File: src/rtl/vga_sync_tracker_if.sv
// rtl/vga_sync_tracker_if.sv - sync inputs and regenerated timing outputs of the VGA sync tracker
interface vga_sync_tracker_if #(
    parameter int HW = 12,
    parameter int VW = 11
);
    logic          hsync_in;
    logic          vsync_in;
    logic          blank_in;
    logic [HW-1:0] x;
    logic [VW-1:0] y;
    logic          active;
    logic          locked;
    logic          frame_start;
    logic          err;
    logic [HW-1:0] h_meas;
    logic [VW-1:0] v_meas;

    modport master (
        output hsync_in, vsync_in, blank_in,
        input  x, y, active, locked, frame_start, err, h_meas, v_meas
    );

    modport slave (
        input  hsync_in, vsync_in, blank_in,
        output x, y, active, locked, frame_start, err, h_meas, v_meas
    );
endinterface

File: src/rtl/vga_sync_tracker.sv
// rtl/vga_sync_tracker.sv - VGA sink timing tracker: pixel coordinates, lock detection; VGA_TRACK_STATS_EN adds h_meas/v_meas
module vga_sync_tracker #(
    parameter int H_TOT       = 1344,
    parameter int V_TOT       = 806,
    parameter int LOCK_FRAMES = 2
) (
    input  logic              vclock,
    input  logic              reset_n,
    vga_sync_tracker_if.slave vid
);
    localparam int HW   = $clog2(H_TOT) + 1;
    localparam int VW   = $clog2(V_TOT) + 1;
    localparam int HMAX = (1 << HW) - 1;
    localparam int WDOG = (2 * H_TOT > HMAX) ? HMAX : 2 * H_TOT;

    typedef enum logic {SEARCH, LOCKED} state_t;

    state_t        state, state_n;
    logic          s_hsync, s_vsync, s_blank;
    logic          p_hsync, p_vsync, p_blank;
    logic [HW-1:0] hcnt;
    logic [VW-1:0] vcnt;
    logic          primed, line_ok, y_pend;
    logic [3:0]    good_cnt, good_n;
    logic [HW-1:0] x_r;
    logic [VW-1:0] y_r;
    logic          active_r, locked_r, fs_r, err_r, err_n;

    logic          h_fall, v_fall, b_fall;
    logic [HW-1:0] line_len;
    logic [VW-1:0] frame_len;
    logic          line_bad, frame_good, wdog;

    assign h_fall    = p_hsync & ~s_hsync;
    assign v_fall    = p_vsync & ~s_vsync;
    assign b_fall    = p_blank & ~s_blank;
    assign line_len  = (hcnt == HW'(HMAX)) ? hcnt : hcnt + HW'(1);
    // A coincident hsync fall closes the last line of the ending frame.
    assign frame_len = vcnt + VW'(h_fall);
    assign line_bad  = h_fall && primed && (line_len != HW'(H_TOT));
    assign frame_good = primed && line_ok && !line_bad && (frame_len == VW'(V_TOT));
    assign wdog      = (hcnt == HW'(WDOG)) && !h_fall;

    always_comb begin
        state_n = state;
        good_n  = good_cnt;
        err_n   = 1'b0;
        case (state)
            SEARCH: begin
                if (v_fall && primed) begin
                    if (frame_good) begin
                        good_n = good_cnt + 4'd1;
                        if (good_n == 4'(LOCK_FRAMES))
                            state_n = LOCKED;
                    end else begin
                        good_n = 4'd0;
                    end
                end
            end
            LOCKED: begin
                if (line_bad || (v_fall && frame_len != VW'(V_TOT)) || wdog) begin
                    err_n   = 1'b1;
                    good_n  = 4'd0;
                    state_n = SEARCH;
                end
            end
            default: state_n = SEARCH;
        endcase
    end

    // Blank samples reset to "blanked" so release never fakes a visible pixel.
    always_ff @(posedge vclock or negedge reset_n) begin
        if (!reset_n) begin
            s_hsync  <= 1'b0;
            s_vsync  <= 1'b0;
            s_blank  <= 1'b1;
            p_hsync  <= 1'b0;
            p_vsync  <= 1'b0;
            p_blank  <= 1'b1;
            hcnt     <= '0;
            vcnt     <= '0;
            primed   <= 1'b0;
            line_ok  <= 1'b0;
            y_pend   <= 1'b0;
            good_cnt <= 4'd0;
            state    <= SEARCH;
            x_r      <= '0;
            y_r      <= '0;
            active_r <= 1'b0;
            locked_r <= 1'b0;
            fs_r     <= 1'b0;
            err_r    <= 1'b0;
        end else begin
            s_hsync  <= vid.hsync_in;
            s_vsync  <= vid.vsync_in;
            s_blank  <= vid.blank_in;
            p_hsync  <= s_hsync;
            p_vsync  <= s_vsync;
            p_blank  <= s_blank;

            if (h_fall)
                hcnt <= '0;
            else if (hcnt != HW'(HMAX))
                hcnt <= hcnt + HW'(1);

            if (v_fall)
                vcnt <= '0;
            else if (h_fall)
                vcnt <= vcnt + VW'(1);

            if (v_fall)
                primed <= 1'b1;

            if (v_fall)
                line_ok <= 1'b1;
            else if (line_bad)
                line_ok <= 1'b0;

            if (b_fall)
                x_r <= '0;
            else if (!s_blank)
                x_r <= x_r + HW'(1);

            if (b_fall)
                y_r <= y_pend ? '0 : y_r + VW'(1);

            if (v_fall)
                y_pend <= 1'b1;
            else if (b_fall)
                y_pend <= 1'b0;

            active_r <= ~s_blank;
            fs_r     <= v_fall;
            err_r    <= err_n;
            locked_r <= (state_n == LOCKED);
            state    <= state_n;
            good_cnt <= good_n;
        end
    end

`ifdef VGA_TRACK_STATS_EN
    logic [HW-1:0] h_meas_r;
    logic [VW-1:0] v_meas_r;

    always_ff @(posedge vclock or negedge reset_n) begin
        if (!reset_n) begin
            h_meas_r <= '0;
            v_meas_r <= '0;
        end else begin
            if (h_fall)
                h_meas_r <= line_len;
            if (v_fall)
                v_meas_r <= frame_len;
        end
    end

    assign vid.h_meas = h_meas_r;
    assign vid.v_meas = v_meas_r;
`else
    assign vid.h_meas = '0;
    assign vid.v_meas = '0;
`endif

    assign vid.x           = x_r;
    assign vid.y           = y_r;
    assign vid.active      = active_r;
    assign vid.locked      = locked_r;
    assign vid.frame_start = fs_r;
    assign vid.err         = err_r;
endmodule
File: src/flat_wrapper.sv
// flat-port wrapper written by rule: the top's interface ports become plain ports
module vga_sync_tracker_flat 
#(
    parameter int H_TOT       = 1344,
    parameter int V_TOT       = 806,
    parameter int LOCK_FRAMES = 2
)
  (vclock, reset_n, vid_hsync_in, vid_vsync_in, vid_blank_in, vid_x, vid_y, vid_active, vid_locked, vid_frame_start, vid_err, vid_h_meas, vid_v_meas);
  vga_sync_tracker_if vid_i ();
  input  logic vclock;
  input  logic reset_n;
  input wire logic [$bits(vid_i.hsync_in)-1:0] vid_hsync_in;
  input wire logic [$bits(vid_i.vsync_in)-1:0] vid_vsync_in;
  input wire logic [$bits(vid_i.blank_in)-1:0] vid_blank_in;
  output wire logic [$bits(vid_i.x)-1:0] vid_x;
  output wire logic [$bits(vid_i.y)-1:0] vid_y;
  output wire logic [$bits(vid_i.active)-1:0] vid_active;
  output wire logic [$bits(vid_i.locked)-1:0] vid_locked;
  output wire logic [$bits(vid_i.frame_start)-1:0] vid_frame_start;
  output wire logic [$bits(vid_i.err)-1:0] vid_err;
  output wire logic [$bits(vid_i.h_meas)-1:0] vid_h_meas;
  output wire logic [$bits(vid_i.v_meas)-1:0] vid_v_meas;
  assign vid_i.hsync_in = vid_hsync_in;
  assign vid_i.vsync_in = vid_vsync_in;
  assign vid_i.blank_in = vid_blank_in;
  assign vid_x = vid_i.x;
  assign vid_y = vid_i.y;
  assign vid_active = vid_i.active;
  assign vid_locked = vid_i.locked;
  assign vid_frame_start = vid_i.frame_start;
  assign vid_err = vid_i.err;
  assign vid_h_meas = vid_i.h_meas;
  assign vid_v_meas = vid_i.v_meas;
  vga_sync_tracker #(.H_TOT(H_TOT), .V_TOT(V_TOT), .LOCK_FRAMES(LOCK_FRAMES)) u_core (.vclock(vclock), .reset_n(reset_n), .vid(vid_i));
endmodule
File: config.mk
export PLATFORM = sky130hd
export DESIGN_NAME = vga_sync_tracker_flat
export DESIGN_NICKNAME = d
export VERILOG_FILES = /design/src/rtl/vga_sync_tracker_if.sv /design/src/rtl/vga_sync_tracker.sv /design/src/flat_wrapper.sv
export SDC_FILE = /design/constraint.sdc
export NUM_CORES = 1
export LEC_CHECK = 0
export CORE_MARGIN = 2
export CORE_UTILIZATION = 35
export CTS_BUF_LIST = sky130_fd_sc_hd__clkbuf_8
export DETAILED_ROUTE_END_ITERATION = 10
export SYNTH_ARGS = -nofsm -noshare
export SYNTH_HDL_FRONTEND = slang
export SYNTH_SLANG_ARGS = --single-unit
File: constraint.sdc
create_clock -name vclock -period 2.9 [get_ports vclock]
set_input_delay 0.725 -clock vclock [delete_from_list [all_inputs] [get_ports vclock]]
set_output_delay 0.725 -clock vclock [all_outputs]
set_load 0.03 [all_outputs]
==> results of run 1 <==
==> final cells by class <==
class	count	area (sq um)	share of cell area (%)
clock buffers	9	124	3.10
clock inverters	7	65.1	1.63
inverters	10	37.5	0.941
multi-input cells	271	1680	42.2
flip-flops and latches	63	1580	39.6
well taps	133	166	4.17
repair buffers	35	335	8.40
==> per-stage QoR <==
step | hold slack (ns) | instance area (sq um) | setup WS [ns] | utilization, %
floorplan | 0.353 | 3540 | 0.140 | -
global placement | 0.366 | 3800 | 0.601 | 39.3
detailed placement | 0.372 | 3800 | 0.539 | 39.3
CTS | 0.382 | 3990 | 0.509 | 41.2
global route | 0.378 | 3990 | 0.207 | 41.2
finish | 0.381 | 3990 | 0.522 | 41.2
==> report_power, final <==
part / internal [W] / switching, W / total, W
Sequential: 0.000931 / 0.0000820 / 0.00101
Clock: 0.000390 / 0.000351 / 0.000742
Combinational: 0.000114 / 0.000186 / 0.000300
==> flip-flops by register name, indices dropped and copies added (netlist names) <==
name / flops
u_core.hcnt: 12
u_core.vid.x: 12
u_core.vcnt: 11
u_core.vid.y: 11
u_core.good_cnt: 4
u_core.line_ok: 1
u_core.p_blank: 1
u_core.p_hsync: 1
u_core.p_vsync: 1
u_core.primed: 1
u_core.s_blank: 1
u_core.s_hsync: 1
u_core.s_vsync: 1
u_core.state: 1
u_core.vid.active: 1
u_core.vid.err: 1
u_core.vid.frame_start: 1
u_core.y_pend: 1
==> logic make-up after synthesis <==
kind of cell | synth area share (%)
AO/OA/AOI/OAI | 9.77
adder cells (fa/ha/maj) | 3.26
multiplexers | 1.77
XOR/XNOR | 7.34
other | 0.108
AND/OR/NAND/NOR | 24.0
buffers and inverters | 8.10
flip-flops | 45.6
==> worst paths after layout <==
path / start / to / slack, ns / cells after the start
worst max register to register: u_core.s_hsync$_DFF_PN0_ / u_core.good_cnt[2]$_DFFE_PN0P_ / 0.52 / 9
worst min-delay path: u_core.s_hsync$_DFF_PN0_ / u_core.p_hsync$_DFF_PN0_ / 0.38 / 0
min in group asynchronous: reset_n / u_core.vid.err$_DFF_PN0_ / 0.54 / 2
worst min register to register: u_core.s_hsync$_DFF_PN0_ / u_core.p_hsync$_DFF_PN0_ / 0.38 / 0
max in group asynchronous: reset_n / u_core.s_hsync$_DFF_PN0_ / 1.83 / 2
worst max-delay path: u_core.s_hsync$_DFF_PN0_ / u_core.good_cnt[2]$_DFFE_PN0P_ / 0.52 / 9
==> metal layers <==
| layer | global-route usage [%] | vias to the layer above |
|---|---|---|
| met2 | 21.4 | 66 |
| li1 | - | 1261 |
| met5 | 0 | - |
| met3 | 4.10 | 11 |
| met1 | 18.1 | 1219 |
| met4 | 4.05 | 0 |
==> cells in the mapped netlist (3+ instances only) <==
| cell | instances | area share [%] |
|---|---|---|
| nand2_1 | 32 | 3.5 |
| ha_1 | 9 | 3.3 |
| xor2_1 | 20 | 5.1 |
| nor2b_1 | 5 | 0.90 |
| inv_1 | 10 | 1.1 |
| and2_1 | 3 | 0.54 |
| nor3_1 | 9 | 1.3 |
| clkbuf_1 | 10 | 1.1 |
| nand3_2 | 4 | 1.2 |
| o21ai_0 | 10 | 1.4 |
| nor2_1 | 45 | 4.9 |
| and3_1 | 12 | 2.2 |
| nand3_1 | 12 | 1.7 |
| nor4_1 | 3 | 0.54 |
| xnor2_1 | 9 | 2.3 |
| dfrtp_1 | 61 | 44 |
| a31oi_1 | 5 | 0.90 |
| buf_4 | 24 | 5.2 |
| a21oi_1 | 9 | 1.3 |
| nand4_1 | 14 | 2.5 |
| o21ai_1 | 3 | 0.43 |
| or3_1 | 4 | 0.72 |
| mux2i_1 | 5 | 1.4 |
==> critical path: stages (launching register included) <==
cell,delay [ns]
dfrtp_1,0.38
nor2b_1,0.16
ha_1,0.23
nand4_1,0.13
or3b_1,0.39
a31o_1,0.28
o21ai_2,0.18
nor4b_2,0.32
a311oi_1,0.09
o22ai_1,0.14
==> impl_metrics.py, run 1 <==
metrics = {
    "clock_tree": {
        "post_cts_buffers": 0,
        "htreeDepth": 3,
        "worstSkewPairLatency_ns": 0.34,
        "clkTransAtPathRegs_ns": 0.07,
        "ctsLongestPathBuffers": 2,
        "postCtsHoldBufs": 0,
        "numClockSinks": 63,
        "cts_tree": "built",
        "cts-resized-gates": 0,
        "clock-root-buffer": "clkbuf_8",
        "cts-buffers-inserted": 9,
    },
    "pwr": {
        "p_leak_nw": 1.73,
        "ir_worst_vdd_v": 0.000241,
        "total_power_w": 0.00205,
        "powerDensity_mw_per_mm2": 515,
    },
    "floorplan": {
        "dieWidth_microns": 103,
        "pin_count": 55,
        "dieArea_sq_mm": 0.0107,
        "initial_utilization_pct": 35.7,
        "die_y_microns": 103,
        "core_sq_mm": 0.00968,
        "rows": 36,
    },
    "timing": {
        "fin_crit_ns": 2.38,
        "report.final.hold_viol_count": 0,
        "rsz0062_at_grt": "no",
        "finalCritPeriodShare_pct": 82.0,
        "setup_violations": 0,
        "drv_slew": 0,
        "worst_slew_pin_slew_ns": 0.789,
        "fmax_mhz": 421,
        "finalSetupTns_ns": 0,
        "finalClockSkew_ns": 0.0110,
        "timing.slew.headroom_pct": 47.4,
    },
    "layout": {
        "final_cell_mix": "61 x dfrtp_1, 45 x nor2_1, 32 x nand2_1",
        "fillerInstances": 954,
        "stdcell_count": 528,
        "antennaDiodeCount": 0,
        "area_delta_synth_final_pct": 15.3,
        "drive_gt1_share_pct": 10.4,
        "fin_nets": 404,
        "layout_commonest_cell": "dfrtp_1",
    },
    "synth": {
        "netlist_area_sq_mm": 0.00346,
        "synthDistinctLibCells": 57,
        "ys.flop_type": "dfrtp_1",
        "seq_area_frac_synth_pct": 45.6,
        "synth_seq_cells": 63,
        "avgSynthCellArea_sq_um": 9.61,
        "yosysWarnings": 0,
        "synth_edf_count": 0,
        "synthArstFlopShare_pct": 100,
        "synthCells": 360,
    },
    "critical_path": {
        "endpoint_kind": "flip-flop",
        "worstSetupStartpointType": "flip-flop",
        "cp.required_ns": 3.16,
        "crit_arrival_ns": 2.63,
        "cp_max_fo": 4,
        "worstSetupPathType": "flip-flop to flip-flop",
    },
    "grt": {
        "antenna_found_initial": 0,
        "grt_max_degree": 64,
        "grt_pass1_wl_microns": 11500,
        "first_global_vias": 2473,
        "grt_usage_pct": 13.6,
        "gr-total-overflow": 0,
    },
    "placed_design": {
        "dp_hpwl_microns": 4530,
        "place_inst": 512,
        "portBuffers": 31,
        "globalplace.congestion": 0.831,
    },
    "route": {
        "ant_nets": 0,
        "wl_met1_microns": 3110,
        "drc_errors": 0,
        "drt-vias-per-instance": 4.84,
        "drtIter0Drc": 110,
        "wl_met3_microns": 289,
        "drt_pass1_iterations": 4,
        "wire_per_inst_microns": 12.4,
        "wl_met2_microns": 3040,
        "via_count": 2557,
        "top_layer": "met4",
        "wl_microns": 6530,
    },
    "status": {
        "status": "complete, no violations",
    },
    "worst_hold_path": {
        "min_path_type": "flip-flop to flip-flop",
    },
    "job": {
        "max_cap_violations": 0,
    },
}
Power figures use the tool's default switching activity.
==> run 2, diff against run 1 <==
- clock period: 2.9 -> 2.1 ns (I/O delays scaled with it)
==> run 2 against run 1 <==
  * The flow now finishes with violations (negative setup slack)
  * Clock-buffer cell count grew 1
  * Sequential share of layout area decreased by 3.0 points
  * Clock power increased by 79%
  * Largest cell class unchanged
==> impl_metrics.py, run 2 (synthesis gave the netlist of run 1 again) <==
metrics = {
    "critical_path": {
        "crit_path_max_incr_delay_ns": 0.41,
        "r2r_end": "u_core.good_cnt[3]$_DFFE_PN0P_",
        "worstSetupPathType": "flip-flop to flip-flop",
        "cp_max_fo": 3,
        "ff2ff_setup_slack_ns": -0.08,
        "ff2ff_path_depth": 9,
        "crit_chain": "nor2b_4 > ha_4 > nand4_1 > or3b_1 > a31o_4 > o21ai_4 > nor4b_4 > o21ai_1 > o211ai_1",
        "path_buf_inv": 0,
        "cp.required_ns": 2.36,
        "crit_arrival_ns": 2.44,
        "r2r-start": "u_core.s_hsync$_DFF_PN0_",
        "worst_path_max_delay_cell": "dfrtp_1",
        "worstSetupStartpointType": "flip-flop",
        "endpoint_kind": "flip-flop",
        "cp_top_family": "simple AND/OR/NAND/NOR gates",
    },
    "placed_design": {
        "place_inst": 531,
        "place_ws_ns": -0.0892,
        "portBuffers": 31,
        "dp_hpwl_microns": 4800,
        "globalplace.congestion": 0.871,
    },
    "floorplan": {
        "dieWidth_microns": 103,
        "rows": 36,
        "core_sq_mm": 0.00968,
        "pin_count": 55,
        "initial_utilization_pct": 35.7,
        "die_y_microns": 103,
        "dieArea_sq_mm": 0.0107,
    },
    "clock_tree": {
        "cts_tree": "built",
        "clkTransAtPathRegs_ns": 0.08,
        "htreeDepth": 3,
        "numClockSinks": 63,
        "cts-buffers-inserted": 9,
        "worstSkewPairLatency_ns": 0.35,
        "clock-root-buffer": "clkbuf_8",
        "ctsLongestPathBuffers": 2,
    },
    "pwr": {
        "p_clk_share_pct": 40.8,
        "powerDensity_mw_per_mm2": 755,
        "p_int_w": 0.00235,
        "switchingPower_w": 0.000918,
        "p_seq_share_pct": 41.9,
        "ir_worst_vdd_v": 0.000497,
        "switching_share_pct": 28.1,
        "comb_power_share_pct": 17.2,
        "p_leak_nw": 1.90,
        "total_power_w": 0.00327,
    },
    "worst_hold_path": {
        "min_path_type": "input pin to asynchronous set/reset pin",
    },
    "route": {
        "ant_nets": 0,
        "wire_per_inst_microns": 12.7,
        "via_count": 2685,
        "drt_pass1_iterations": 4,
        "drt-vias-per-instance": 4.88,
        "drc_errors": 0,
        "wl_microns": 6980,
        "drtIter0Drc": 115,
    },
    "status": {
        "status": "complete, but fails checks",
        "violations": "negative setup slack",
    },
    "grt": {
        "gr-total-overflow": 0,
        "antenna_found_initial": 0,
        "grt_max_degree": 57,
        "grt_pass1_wl_microns": 11900,
        "grt_usage_pct": 14.2,
        "first_global_vias": 2653,
    },
    "timing": {
        "finalCritPeriodShare_pct": 104,
        "setup_ws_ns": -0.0768,
        "report.final.hold_viol_count": 0,
        "fin_crit_ns": 2.18,
        "setup_violations": 5,
        "drv_slew": 0,
        "rsz0062_at_grt": "yes",
        "finalSetupTns_ns": -0.274,
        "fmax_mhz": 459,
        "finalClockSkew_ns": 0.0112,
    },
    "layout": {
        "stdcell_count": 550,
        "fin_nets": 426,
        "final_cell_mix": "59 x dfrtp_1, 44 x nor2_1, 32 x nand2_1",
        "area_delta_synth_final_pct": 25.1,
        "layout_commonest_cell": "dfrtp_1",
        "drive_gt1_share_pct": 18.5,
        "antennaDiodeCount": 0,
    },
    "job": {
        "max_cap_violations": 0,
    },
}
run 2: worst register-to-register path: cells and delay by family (launching register included):
| kind | cells | cell delay (ns) |
|---|---|---|
| AND/OR/NAND/NOR | 4 | 0.91 |
| adder cells (fa/ha/maj) | 1 | 0.15 |
| AO/OA/AOI/OAI | 4 | 0.63 |
| flip-flops | 1 | 0.41 |
run 2: worst max path at each step:
stage	startpoint	to	cells after the start
after CTS	u_core.s_hsync$_DFF_PN0_	u_core.good_cnt[1]$_DFFE_PN0P_	9
after floorplan	u_core.s_hsync$_DFF_PN0_	u_core.good_cnt[1]$_DFFE_PN0P_	11
after detailed placement	u_core.s_hsync$_DFF_PN0_	u_core.good_cnt[1]$_DFFE_PN0P_	9
after global placement	u_core.s_hsync$_DFF_PN0_	u_core.good_cnt[2]$_DFFE_PN0P_	9
after global routing	u_core.s_hsync$_DFF_PN0_	u_core.good_cnt[3]$_DFFE_PN0P_	9
final	u_core.s_hsync$_DFF_PN0_	u_core.good_cnt[3]$_DFFE_PN0P_	9
run 2: per-stage QoR:
step	utilization, %	cell area (sq um)	hold slack, ns
4_1_cts	44.0	4260	0.00625
5_1_grt	44.7	4330	0.00951
3_5_place_dp	41.2	3990	0.379
3_3_place_gp	41.2	3990	0.365
6_report	44.7	4330	0.0110
2_1_floorplan	-	3590	0.229
run 2: final cells by class:
type                            count  area, sq um
Fill cell                         940         5360
Multi-Input combinational cell    271         1780
Sequential cell                    63         1580
Timing Repair Buffer               57          512
Tap cell                          133          166
Clock buffer                       10          138
Clock inverter                      6          115
Inverter                           10         37.5
run 2: power by group through the flow:
stage	Sequential, W	Clock (W)	Combinational [W]
5_1_grt	0.00138	0.00143	0.000624
3_5_place_dp	0.00139	0	0.000528
4_1_cts	0.00136	0.00138	0.000544
2_1_floorplan	0.00142	0	0.000325
6_report	0.00137	0.00133	0.000564
3_3_place_gp	0.00138	0	0.000516
run 2: routing by layer:
metal	global-route usage, %	vias to the layer above	share of wire [%]
li1	-	1309	-
met1	17.8	1289	46
met2	22.9	75	47
met3	4.64	12	5.4
met4	5.57	0	1.6
met5	0	-	0
run 2: repair_timing:
| item | in CTS | in global routing |
|---|---|---|
| pin swaps | 3 | 7 |
| setup endpoints to repair | 7 | 8 |
| buffers inserted | 3 | 0 |
| resized for setup | 1 | 13 |
| hold buffers | 0 | 0 |
| gates cloned | 0 | 0 |
==> patch (settings of run 2) <==
Build with the macro `VGA_TRACK_STATS_EN` defined.
--- a/src/rtl/vga_sync_tracker.sv
+++ b/src/rtl/vga_sync_tracker.sv
@@ -1,4 +1,6 @@
 // rtl/vga_sync_tracker.sv - VGA sink timing tracker: pixel coordinates, lock detection; VGA_TRACK_STATS_EN adds h_meas/v_meas
+`define VGA_TRACK_STATS_EN
+
 module vga_sync_tracker #(
     parameter int H_TOT       = 1344,
     parameter int V_TOT       = 806,
Function: changed (Yosys sat finds a counterexample within 4 cycles, from zero or initial values and one cycle with reset_n low).
==> patch against run 2 <==
- the run still ends with setup timing left
- via count increased by 29%
- synthesized cell count up 20%
- power up 16%
- global-route usage rose by 1.4 points
- clock skew grew 5.0 ps
- cell area is 27% higher
- wire length rose by 39%
- final cell count grew 23%
- worst setup slack got worse by 200 ps
- core utilization increased by 1.8 points
- area after synthesis rose by 22%
- sequential cell count grew 23
- clock power shrank 17%
==> patch: results (changes against run 2) <==
[run_status]
status=finished, violations left
violations=setup timing

[clock_network]
cts.repair.resized=2  ; +1
clock_latency_ps=370  ; +20 ps
post_cts_buffers=0  ; -3

[global_routing]
met1_usage_pct=20.1  ; +2.4 points
grt_usage_pct=15.7  ; +1.4 points
grt_max_degree=35  ; -39%
met3_usage_pct=3.13  ; -1.5 points
grt_pass1_wl_um=16100  ; +35%

[setup_path]
cpLargestDelayFamily=compound AO/OA/AOI/OAI gates
cp_slowest_stage_delay_ps=390  ; -20 ps
rr_worst_depth=12  ; +3
cp_max_fo=5  ; +2
cp.arrival_ps=2670  ; +230 ps

[cells_and_area]
buffers_excl_clock=102  ; +79%
multi_input_gates=314  ; +16%
area_growth_pct=30.8
inv_count=14  ; +4
fin_nets=541  ; +27%
clk_share_pct=3.22  ; -2.6 points
buf_share_pct=16.7  ; +4.8 points
n_fill_cell=1160  ; +23%
multi_input_area_share_pct=36.6  ; -4.4 points
final_layout_size_suffix_gt1_share_pct=16.9  ; -1.5 points
nClkBuffers=9  ; -1
sh_seq_area_pct=39.1  ; +2.6 points

[timing]
fin_skew_ps=16.2  ; +4.96 ps
hold_ws_ps=102  ; +91.0 ps
setup_viol=6  ; +1
final.setup.worst_slack_ps=-274  ; -197 ps
fin_tns_setup_ps=-1370  ; -1090 ps

[routing]
wirelength_met1_um=4470  ; +40%
via_per_inst=5.11  ; +4.6%
wl_um=9690  ; +39%
wl_met2_um=4660  ; +41%
drt_iter0_markers=236  ; +110%
wl_met3_um=355  ; -6.3%

[power]
clkPwrFrac_pct=29.2  ; -12 points
comb_power_mw=0.772  ; +37%
vdd_ir_drop_max_v=0.000515  ; +3.6%
p_switching_mw=1.13  ; +23%
netSwitchingFraction_pct=29.9  ; +1.9 points

[place]
pre_cts_slack_ps=-286  ; -197 ps
dpl_cell_area_um2=5260  ; +32%
dp.cells=662  ; +25%
dp_hpwl_um=6930  ; +44%
place.gp.congestion=0.924  ; +6.0%
port_buffers=54  ; +74%

[synth]
synthMuxAreaShare_pct=1.72  ; -0.049 points
synth_compound_area_share_pct=11.7  ; +1.9 points
ys_seq_area_share_pct=51.2  ; +5.5 points
syn_area_per_cell_um2=9.73  ; +1.2%
synth_xor_area_share_pct=6.45  ; -0.89 points
netlist-cell-type-count=54  ; -5.3%
synth_adder_area_share_pct=2.67  ; -0.58 points
synth_top_cells_by_area=dfrtp_1, nand2_1, o21ai_0, nor2_1, xor2_1
ys_top_cells_by_count=dfrtp_1, nand2_1, nor2_1

[die]
taps=147  ; +11%

patch: cell types whose count changed after synthesis, moves of 4 or more:
cell,delta
nand4_1,-5
xnor2_1,+6
or3_1,+6
nand2_1,+28
dfrtp_1,+23
nand3_1,+10
o21ai_0,+27
xor2_1,-4
a21oi_1,+5
buf_4,-21
nand2b_1,+4
patch: worst max-delay path by stage:
stage / slack, ps / startpoint / endpoint
after global placement: -200 / u_core.p_hsync$_DFF_PN0_ / u_core.good_cnt[3]$_DFFE_PN0P_
after CTS: -280 / u_core.s_hsync$_DFF_PN0_ / u_core.good_cnt[3]$_DFFE_PN0P_
after floorplan: -550 / u_core.s_hsync$_DFF_PN0_ / u_core.good_cnt[3]$_DFFE_PN0P_
final: -270 / u_core.s_hsync$_DFF_PN0_ / u_core.good_cnt[3]$_DFFE_PN0P_
after detailed placement: -290 / u_core.s_hsync$_DFF_PN0_ / u_core.good_cnt[3]$_DFFE_PN0P_
after global routing: -420 / u_core.s_hsync$_DFF_PN0_ / u_core.good_cnt[3]$_DFFE_PN0P_
